### config.mk
export PLATFORM = sky130hd
export DESIGN_NAME = d_strobe_tx
export DESIGN_NICKNAME = d
export VERILOG_FILES = /design/src/rtl/d_strobe_pkg.sv /design/src/rtl/strobe_div.sv /design/src/rtl/d_strobe_tx.sv
export SDC_FILE = /design/constraint.sdc
export NUM_CORES = 1
export LEC_CHECK = 0
export ABC_AREA = 0
export CORE_MARGIN = 2
export CORE_UTILIZATION = 52
export DETAILED_ROUTE_END_ITERATION = 6
export PLACE_DENSITY = 0.78
export SYNTH_ARGS = -nofsm -noshare
export SYNTH_HDL_FRONTEND = slang
export SYNTH_SLANG_ARGS = --single-unit
### constraint.sdc
create_clock -name clk -period 2.1 [get_ports clk]
set_input_delay 0.42 -clock clk [delete_from_list [all_inputs] [get_ports clk]]
set_output_delay 0.42 -clock clk [all_outputs]
set_load 0.02 [all_outputs]
### src/rtl/d_strobe_pkg.sv
// d_strobe_pkg: state encoding shared by the strobed serial transmitter.
package d_strobe_pkg;
    typedef enum logic [1:0] {IDLE, LOW, HIGH, HOLD} state_e;
endpackage

### src/rtl/strobe_div.sv
// strobe_div: half-phase counter, terminal count after HALF_DIV cycles since the last clear.
module strobe_div #(
    parameter int HALF_DIV = 4
) (
    input  logic clk,
    input  logic resetn,
    input  logic clear,
    output logic tc
);
    localparam int CW = $clog2(HALF_DIV);
    logic [CW-1:0] cnt_q, cnt_d;
    assign cnt_d = clear ? '0 : cnt_q + CW'(1);
    assign tc = cnt_q == CW'(HALF_DIV - 1);
    always_ff @(posedge clk) begin
        if (!resetn) cnt_q <= '0;
        else cnt_q <= cnt_d;
    end
endmodule

### src/rtl/d_strobe_tx.sv
// d_strobe_tx: MSB-first serializer with a generated strobe; data is stable across both strobe edges.
// Defining PARITY_EN appends an even-parity bit after the LSB.
module d_strobe_tx
    import d_strobe_pkg::*;
#(
    parameter int WIDTH    = 8,
    parameter int HALF_DIV = 4
) (
    input  logic             clk,
    input  logic             resetn,
    input  logic             load,
    input  logic [WIDTH-1:0] data_in,
    output logic             ready,
    output logic             d_out,
    output logic             strobe_out,
    output logic             done
);
`ifdef PARITY_EN
    localparam int NB = WIDTH + 1;
`else
    localparam int NB = WIDTH;
`endif
    localparam int IW = NB > 1 ? $clog2(NB) : 1;
    state_e state_q, state_d;
    logic [NB-1:0] sh_q, sh_d, word;
    logic [IW-1:0] idx_q, idx_d;
    logic d_q, d_d, strobe_q, done_q, tc, clear;
`ifdef PARITY_EN
    assign word = {data_in, ^data_in};
`else
    assign word = data_in;
`endif
    always_comb begin
        state_d = state_q;
        idx_d   = idx_q;
        sh_d    = sh_q;
        unique case (state_q)
            IDLE: if (load) begin
                state_d = LOW;
                idx_d   = IW'(NB - 1);
                sh_d    = word;
            end
            LOW:  state_d = tc ? HIGH : LOW;
            HIGH: state_d = tc ? HOLD : HIGH;
            HOLD: begin
                state_d = idx_q == '0 ? IDLE : LOW;
                idx_d   = idx_q == '0 ? idx_q : idx_q - IW'(1);
            end
            default: state_d = IDLE;
        endcase
    end
    // d_out moves only when a LOW phase begins, so both strobe edges see the same bit
    assign clear = state_d != state_q || state_q == IDLE;
    assign d_d = state_d == IDLE ? 1'b0 :
                 (state_d == LOW && state_q != LOW) ? sh_d[idx_d] : d_q;
    strobe_div #(.HALF_DIV(HALF_DIV)) u_div (
        .clk    (clk),
        .resetn (resetn),
        .clear  (clear),
        .tc     (tc)
    );
    always_ff @(posedge clk) begin
        if (!resetn) begin
            state_q  <= IDLE;
            sh_q     <= '0;
            idx_q    <= '0;
            d_q      <= 1'b0;
            strobe_q <= 1'b0;
            done_q   <= 1'b0;
        end else begin
            state_q  <= state_d;
            sh_q     <= sh_d;
            idx_q    <= idx_d;
            d_q      <= d_d;
            strobe_q <= state_d == HIGH;
            done_q   <= state_d == HOLD && idx_d == '0;
        end
    end
    assign ready      = state_q == IDLE;
    assign d_out      = d_q;
    assign strobe_out = strobe_q;
    assign done       = done_q;
endmodule

==> results of run 1 <==
-- metrics by stage --
| step | worst slack, ns | cells | hold WS, ns | instance area [µm²] |
|---|---|---|---|---|
| after global routing | 0.0178 | 154 | 0.452 | 1300 |
| final | 0.0995 | 154 | 0.433 | 1300 |
| after detailed placement | -0.0553 | 150 | 0.420 | 1260 |
| after CTS | 0.0317 | 154 | 0.436 | 1290 |
| after floorplan | 0.0715 | 103 | 0.398 | 1030 |
| after global placement | -0.0206 | 150 | 0.407 | 1260 |
-- synth_stat cells, types with 2 or more instances --
| cell type | n |
|---|---|
| dfxtp_1 | 18 |
| nand3_1 | 4 |
| o2111ai_1 | 2 |
| inv_1 | 6 |
| and2_1 | 10 |
| a211oi_1 | 8 |
| nor2_1 | 6 |
| nor2b_1 | 7 |
| a21oi_1 | 3 |
| mux2_4 | 5 |
| xnor2_1 | 2 |
| mux2i_1 | 4 |
| ha_1 | 7 |
-- per-layer routing --
metal,routed length (µm),share of wire [%],global-route usage (%)
met1,924,44,26.6
met2,986,47,31.9
met3,137,6.6,3.09
met4,31,1.5,7.14
met5,0,0,0
-- how the worst min path moves through the flow --
stage	from	to	slack (ns)
after global routing	u_div.cnt_q[0]	u_div.cnt_q[0]	0.45
after CTS	u_div.cnt_q[0]	u_div.cnt_q[0]	0.44
after floorplan	u_div.cnt_q[0]	u_div.cnt_q[0]	0.40
after global placement	u_div.cnt_q[0]	u_div.cnt_q[0]	0.41
final	u_div.cnt_q[0]	u_div.cnt_q[0]	0.43
after detailed placement	u_div.cnt_q[0]	u_div.cnt_q[0]	0.42
-- repair_timing --
action	in CTS	in global routing
endpoints found under the hold margin	0	0
resized for setup	0	2
buffers inserted	0	0
setup endpoints to repair	0	2
-- power by group --
part / switching, mW / total (mW) / internal [mW]
Combinational: 0.134 / 0.277 / 0.143
Sequential: 0.0104 / 0.375 / 0.364
Clock: 0.114 / 0.220 / 0.106
Total: 0.259 / 0.872 / 0.614
-- cell families (layout without fill, tap and decap cells) --
| logic type | Yosys count | after routing | share of synthesized area, % |
|---|---|---|---|
| adders and majority gates | 7 | 7 | 8.48 |
| and+or+nand+nor | 34 | 34 | 21.0 |
| xor gates and xnor gates | 2 | 2 | 1.70 |
| buffers and inverters | 9 | 33 | 3.76 |
| DFF | 18 | 18 | 34.9 |
| AOI/OAI and AO/OA | 23 | 23 | 17.7 |
| muxes | 10 | 10 | 12.5 |
-- cell type report --
type / instances / area [µm²]
Multi-Input combinational cell: 76 / 642
Timing Repair Buffer: 23 / 208
Clock buffer: 4 / 36.3
Sequential cell: 18 / 360
Inverter: 6 / 22.5
Tap cell: 27 / 33.8
Fill cell: 183 / 619
-- flip-flops by register name (all words and copies together), names as in the netlist --
| name | cells |
|---|---|
| d_out | 1 |
| idx_q | 3 |
| done | 1 |
| state_q | 2 |
| u_div.cnt_q | 2 |
| strobe_out | 1 |
| sh_q | 8 |
-- worst reg2reg max path: cells and delay by family, from the launching register on --
kind	cells	cell delay [ns]
AO/OA/AOI/OAI	3	0.60
adder cells (fa/ha/maj)	1	0.40
buffers and inverters	1	0.06
flip-flops	1	0.35
multiplexers	1	0.29
AND/OR/NAND/NOR	2	0.16
==> results.sh, run 1 <==
export IMPL_hold_buffers=0
export IMPL_crit_slowest_cell="clkdlybuf4s50_1"
export IMPL_cp_arrival_ns=1.58
export IMPL_synth_edf_count=0
export IMPL_cts_tree="yes"
export IMPL_critical_path_class="flip-flop to output pin"
export IMPL_cts_clk_slew_worst_paths_ns=0.10
export IMPL_outcome="finished, final reports clean"
export IMPL_die_area_mm2=0.00236
export IMPL_wl_um=2080
export IMPL_cp_depth=3
export IMPL_rows=16
export IMPL_crit_path_end="ready"
export IMPL_synthArstFlopShare_pct=0
export IMPL_drtAntennaViolNets=0
export IMPL_end_kind="output pin"
export IMPL_initial_core_util_pct=53.7
export IMPL_timing_fmax_mhz=500
export IMPL_cts_sinks=18
export IMPL_hold_viol_final=0
export IMPL_vias_per_cell=5.42
export IMPL_synth_main_ff_cell="dfxtp_1"
export IMPL_grt_pass1_vias=768
export IMPL_relSlewSlack_pct=69.5
export IMPL_synth_net_count=121
export IMPL_cellPowerDensity_mw_per_mm2=670
export IMPL_route_detailed_wl_per_inst_um=13.5
export IMPL_setup_viol=0
export IMPL_ys_seq_area_share_pct=34.9
export IMPL_drv_cap=0
export IMPL_via_count=835
export IMPL_crit_path_start="state_q[0]"
export IMPL_crit_required_ns=1.68
export IMPL_crit_chain="inv_1 -> ha_2 -> clkdlybuf4s50_1"
export IMPL_drtPass1Iterations=4
export IMPL_synth_seq_cells=18
export IMPL_drive_gt1_share_pct=21.3
export IMPL_yosys_cell_types_count=34
export IMPL_ys_warnings_count=0
export IMPL_r2r_setup_slack_ns=0.14
export IMPL_drt_iter0_drc=23
export IMPL_start_kind="flip-flop"
export IMPL_dieWidth_um=48.6
export IMPL_ios=15
export IMPL_reg2reg_depth=8
export IMPL_min_path_type="flip-flop to flip-flop"
export IMPL_layout_cells_most_common_list="dfxtp_1 (18), clkdlybuf4s50_1 (14), and2_1 (10)"
export IMPL_grt_max_degree=17
export IMPL_vdd_ir_drop_max_v=0.000544
export IMPL_netlist_instances=103
export IMPL_drc=0
export IMPL_setup_tns_ns=0
export IMPL_synth_area_leaders="dfxtp_1 (35%), ha_1 (8.5%), mux2_4 (7.3%), and2_1 (6.1%), a211oi_1 (5.8%)"
export IMPL_crit_buf_inv=2
export IMPL_grt_pass1_wl_um=3560
export IMPL_clk_path_buf_depth=2
export IMPL_rr_startpoint="state_q[1]"
export IMPL_p_leak_nw=0.555
export IMPL_r2r_end="d_out"
export IMPL_coreArea_mm2=0.00192
export IMPL_overflow=0
export IMPL_clock_latency_ns=0.30
export IMPL_synth_avg_cell_area_um2=10.0
export IMPL_fin_util_pct=67.8
export IMPL_fin_crit_sh_pct=95.3
export IMPL_nNetsFinal=146
export IMPL_slew_viol_final=0
export IMPL_finClkSkew_ns=0.00117
export IMPL_fin_crit_ns=2.00
export IMPL_routabilityCongestion=0.820
export IMPL_cts_max_level=1
export IMPL_whs_path_depth=1
export IMPL_num_antenna_cells=0
export IMPL_rsz0062_at_grt="false"
export IMPL_cp_max_fo=5
export IMPL_yosysTopAreaCellShare_pct=34.9
export IMPL_power_total_mw=0.872
export IMPL_cts_buffers=3
export IMPL_syn2layout_area_growth_pct=26.2
export IMPL_synthesis_area_mm2=0.00103
export IMPL_worst_slew_pin_slew_ns=0.456
export IMPL_max_stage_delay_ns=0.63
export IMPL_die_h_um=48.6
export IMPL_grt_antenna_before_repair=0
export IMPL_grt_usage_pct=19.7
export IMPL_ctsRootBufferMaster="clkbuf_4"
export IMPL_yosysTopAreaCell="dfxtp_1"
export IMPL_io_buffer_count=14
export IMPL_crit_family="buffers and inverters"
export IMPL_hpwl_um=1640
export IMPL_layout_commonest_cell="dfxtp_1"
Power figures use the tool's default switching activity.
==> run 2: changes to the inputs <==
- HOLD_SLACK_MARGIN: unset -> 0.06
- PLACE_DENSITY: 0.78 -> unset
- PLACE_DENSITY_LB_ADDON: unset -> 0.25
==> run 2 against run 1 <==
  * Worst setup slack better by 0.060 ns
  * Largest cell class unchanged
  * Utilization fell by 0.065 points
  * Critical path type unchanged
  * Critical endpoint unchanged
  * Clock skew up 0.0094 ns
==> results.sh, run 2 (synthesis gave the netlist of run 1 again) <==
export IMPL_nNetsFinal=144
export IMPL_finClkSkew_ns=0.0106
export IMPL_layout_cells_most_common_list="dfxtp_1 (18), clkdlybuf4s50_1 (14), and2_1 (10)"
export IMPL_wl_um=2070
export IMPL_io_buffer_count=14
export IMPL_layout_commonest_cell="dfxtp_1"
export IMPL_regArea_um2=360
export IMPL_placed_area_mm2=0.00124
export IMPL_start_kind="flip-flop"
export IMPL_timing_fmax_mhz=515
export IMPL_hold_slack_ns=0.427
export IMPL_fin_crit_sh_pct=92.4
export IMPL_multiInputGateArea_um2=656
export IMPL_cp_arrival_ns=1.52
export IMPL_outcome="finished, final reports clean"
export IMPL_grt_pass1_wl_um=3590
export IMPL_crit_chain="inv_1 -> ha_4 -> clkdlybuf4s50_1"
export IMPL_crit_slowest_cell="clkdlybuf4s50_1"
export IMPL_p_sw_mw=0.248
export IMPL_drv_cap=0
export IMPL_initial_core_util_pct=53.7
export IMPL_drc=0
export IMPL_reg_top3="sh_q: 8 flops, idx_q: 3 flops"
export IMPL_cts_buffers=3
export IMPL_via_count=832
export IMPL_fin_crit_ns=1.94
export IMPL_clock_latency_ns=0.30
export IMPL_hold_viol_final=0
export IMPL_setup_viol=0
export IMPL_largest_reg_flops=8
export IMPL_comb_power_share_pct=31.7
export IMPL_nFillCells=158
export IMPL_drtAntennaViolNets=0
export IMPL_p_leak_nw=0.548
export IMPL_ios=15
export IMPL_overflow=0
export IMPL_vias_per_cell=5.47
export IMPL_cts_max_level=1
export IMPL_clk_path_buf_depth=2
export IMPL_hpwl_um=1630
export IMPL_route_detailed_wl_per_inst_um=13.6
export IMPL_die_h_um=48.6
export IMPL_max_stage_delay_ns=0.60
export IMPL_relSlewSlack_pct=73.0
export IMPL_power_total_mw=0.857
export IMPL_slew_viol_final=0
export IMPL_min_path_type="flip-flop to flip-flop"
export IMPL_cts_sinks=18
export IMPL_rsz0062_at_grt="false"
export IMPL_grt_usage_pct=19.5
export IMPL_crit_family="buffers and inverters"
export IMPL_seqPwrFrac_pct=43.9
export IMPL_fin_ws_ns=0.160
export IMPL_crit_required_ns=1.68
export IMPL_drive_gt1_share_pct=20.8
export IMPL_cts_setup_buffers=0
export IMPL_largest_register="sh_q"
export IMPL_grt_max_degree=17
export IMPL_crit_buf_inv=2
export IMPL_grt_antenna_before_repair=0
export IMPL_cts_clk_slew_worst_paths_ns=0.09
export IMPL_die_area_mm2=0.00236
export IMPL_clkPwrFrac_pct=24.4
export IMPL_critical_path_class="flip-flop to output pin"
export IMPL_syn2layout_area_growth_pct=26.1
export IMPL_ctsRootBufferMaster="clkbuf_4"
export IMPL_drt_iter0_drc=20
export IMPL_routabilityCongestion=0.856
export IMPL_end_kind="output pin"
export IMPL_cp_max_fo=5
export IMPL_coreArea_mm2=0.00192
export IMPL_num_antenna_cells=0
export IMPL_rows=16
export IMPL_worst_slew_pin_slew_ns=0.404
export IMPL_fin_area_mm2=0.00130
export IMPL_vdd_ir_drop_max_v=0.000480
export IMPL_hold_buffers=0
export IMPL_grt_pass1_vias=791
export IMPL_p_sw_share_pct=28.9
export IMPL_cts_tree="yes"
export IMPL_dieWidth_um=48.6
export IMPL_p_int_mw=0.609
export IMPL_cellPowerDensity_mw_per_mm2=658
export IMPL_drtPass1Iterations=4
export IMPL_pre_cts_ws_ns=-0.0720
-- run 2: what timing repair did --
| action | 4_1_cts | 5_1_grt |
|---|---|---|
| hold endpoints to repair | 0 | 0 |
| resized for setup | 0 | 4 |
| endpoints found under the setup margin | 0 | 2 |
-- run 2: path summary, 6_finish.rpt --
path | end | startpoint | depth (start not counted) | slack (ns)
setup / recovery | ready | state_q[0] | 3 | 0.16
hold / removal | u_div.cnt_q[0] | u_div.cnt_q[0] | 1 | 0.43
setup reg to reg | d_out | idx_q[0] | 8 | 0.18
hold reg to reg | u_div.cnt_q[0] | u_div.cnt_q[0] | 1 | 0.43
-- run 2: cell type report --
| cell class | count | share of cell area (%) |
|---|---|---|
| Clock buffer | 4 | 2.79 |
| Inverter | 6 | 1.73 |
| Multi-Input combinational cell | 76 | 50.4 |
| Sequential cell | 18 | 27.7 |
| Tap cell | 27 | 2.60 |
| Timing Repair Buffer | 21 | 14.8 |
-- run 2: through the flow --
stage	cells	setup TNS (ns)	util [%]
finish	152	0	67.7
global route	152	0	67.7
CTS	152	0	66.5
detailed placement	148	-0.0720	64.6
global placement	148	-0.00637	64.6
floorplan	103	0	-
-- run 2: power by group through the flow --
stage               Clock (mW)  Sequential, mW  Combinational [mW]
floorplan                    0           0.385               0.179
global placement             0           0.383               0.253
detailed placement           0           0.384               0.260
CTS                      0.214           0.376               0.262
global route             0.231           0.378               0.298
finish                   0.209           0.376               0.271
-- run 2: layer usage --
metal | track usage, % | up-vias | routed length (µm)
met4 | 6.19 | 0 | 47
met1 | 25.3 | 396 | 949
met3 | 5.25 | 6 | 88
met5 | 0 | - | 0
li1 | - | 412 | -
met2 | 31.7 | 18 | 985
==> run 3: changes to the inputs <==
- CORE_UTILIZATION: 52 -> 55
- CTS_BUF_LIST: unset -> sky130_fd_sc_hd__clkbuf_4
- HOLD_SLACK_MARGIN: 0.06 -> unset
==> run 3 against run 2 <==
  * Worst setup slack lost 0.046 ns
  * Critical path depth rose by 5
  * Fmax is 2.3% lower
  * Critical endpoint is now d_out
  * Largest power group unchanged
==> results.sh, run 3 (synthesis gave the netlist of run 1 again) <==
export IMPL_drt_iter0_drc=20
export IMPL_setup_tns_ns=0
export IMPL_hold_viol_final=0
export IMPL_cts_clk_slew_worst_paths_ns=0.09
export IMPL_nNetsFinal=145
export IMPL_max_stage_delay_ns=0.40
export IMPL_vias_per_cell=5.64
export IMPL_layout_cells_most_common_list="dfxtp_1 (18), clkdlybuf4s50_1 (13), and2_1 (10)"
export IMPL_cellPowerDensity_mw_per_mm2=633
export IMPL_timing_fmax_mhz=503
export IMPL_hold_buffers=0
export IMPL_routabilityCongestion=0.803
export IMPL_drive_gt1_share_pct=20.8
export IMPL_num_antenna_cells=0
export IMPL_outcome="finished, final reports clean"
export IMPL_nFillCells=134
export IMPL_crit_slowest_cell="ha_2"
export IMPL_p_sw_share_pct=29.8
export IMPL_largest_reg_flops=8
export IMPL_drc=0
export IMPL_cts_tree="yes"
export IMPL_initial_core_util_pct=59.1
export IMPL_drv_cap=0
export IMPL_pre_cts_ws_ns=0.00880
export IMPL_cp_max_fo=7
export IMPL_drtAntennaViolNets=0
export IMPL_grt_max_degree=17
export IMPL_crit_chain="inv_1 -> ha_2 -> nor2_1 -> mux2_4 -> a21o_4 -> a211oi_1 -> o2111ai_1 -> nand3_1"
export IMPL_io_buffer_count=14
export IMPL_layout_commonest_cell="dfxtp_1"
export IMPL_crit_family="compound AO/OA/AOI/OAI gates"
export IMPL_cp_arrival_ns=2.21
export IMPL_p_int_mw=0.570
export IMPL_p_leak_nw=0.547
export IMPL_fin_crit_sh_pct=94.6
export IMPL_comb_power_share_pct=34.1
export IMPL_power_total_mw=0.812
export IMPL_rows=15
export IMPL_relSlewSlack_pct=70.3
export IMPL_fin_ws_ns=0.114
export IMPL_seqPwrFrac_pct=46.3
export IMPL_grt_usage_pct=22.8
export IMPL_die_h_um=47.3
export IMPL_fin_crit_ns=1.99
export IMPL_ctsRootBufferMaster="clkbuf_4"
export IMPL_crit_required_ns=2.33
export IMPL_drtPass1Iterations=4
export IMPL_reg_top3="sh_q: 8 flops, idx_q: 3 flops"
export IMPL_min_path_type="flip-flop to flip-flop"
export IMPL_cts_sinks=18
export IMPL_ios=15
export IMPL_p_sw_mw=0.242
export IMPL_grt_antenna_before_repair=0
export IMPL_worst_slew_pin_slew_ns=0.445
export IMPL_rsz0062_at_grt="false"
export IMPL_vdd_ir_drop_max_v=0.000478
export IMPL_slew_viol_final=0
export IMPL_coreArea_mm2=0.00175
export IMPL_hold_slack_ns=0.444
export IMPL_cts_buffers=3
export IMPL_multiInputGateArea_um2=644
export IMPL_start_kind="flip-flop"
export IMPL_finClkSkew_ns=0.00221
export IMPL_critical_path_class="flip-flop to flip-flop"
export IMPL_clkPwrFrac_pct=19.6
export IMPL_grt_pass1_wl_um=3550
export IMPL_regArea_um2=360
export IMPL_overflow=0
export IMPL_hpwl_um=1680
export IMPL_cts_max_level=1
export IMPL_crit_buf_inv=1
export IMPL_clock_latency_ns=0.28
export IMPL_die_area_mm2=0.00224
export IMPL_grt_pass1_vias=811
export IMPL_largest_register="sh_q"
export IMPL_dieWidth_um=47.3
export IMPL_wl_um=2180
export IMPL_end_kind="flip-flop"
export IMPL_route_detailed_wl_per_inst_um=14.5
export IMPL_clk_path_buf_depth=2
export IMPL_via_count=846
export IMPL_syn2layout_area_growth_pct=24.4
export IMPL_setup_viol=0
==> run 3: cell type report <==
type | instances | area share (%)
clock buffers | 3 | 1.75
inverters | 6 | 1.75
multi-input cells | 76 | 50.2
flip-flops and latches | 18 | 28.1
well taps | 25 | 2.44
repair buffers | 22 | 15.8
==> run 3: repair_timing <==
item | 4_1_cts | 5_1_grt
gates resized for setup | 0 | 4
endpoints found under the setup margin | 0 | 2
buffers inserted | 0 | 0
==> run 3: final timing paths <==
path | start | end | slack [ns] | depth (start not counted)
max reg2reg | state_q[0] | d_out | 0.11 | 8
min | u_div.cnt_q[0] | u_div.cnt_q[0] | 0.44 | 1
max | state_q[0] | d_out | 0.11 | 8
min reg2reg | u_div.cnt_q[0] | u_div.cnt_q[0] | 0.44 | 1
==> run 3: power groups by stage <==
stage	sequential (mW)	combinational, mW	clock (mW)
final	0.376	0.277	0.160
after global routing	0.377	0.302	0.183
after CTS	0.375	0.268	0.167
after detailed placement	0.383	0.267	0
after global placement	0.382	0.260	0
after floorplan	0.385	0.179	0
==> run 3: metrics by stage <==
step,util (%),cells,cell area (µm²)
after floorplan,-,103,1030
after global placement,71.5,147,1250
after detailed placement,71.5,147,1250
after CTS,72.8,150,1270
after global routing,73.5,150,1280
final,73.5,150,1280
==> run 3: routing by layer <==
metal	GRT usage, %	vias up	share of wire, %
met5	0	-	0
met4	6.67	0	1.1
met3	4.62	4	5.4
met1	30.3	406	43
li1	-	409	-
met2	37.3	27	51
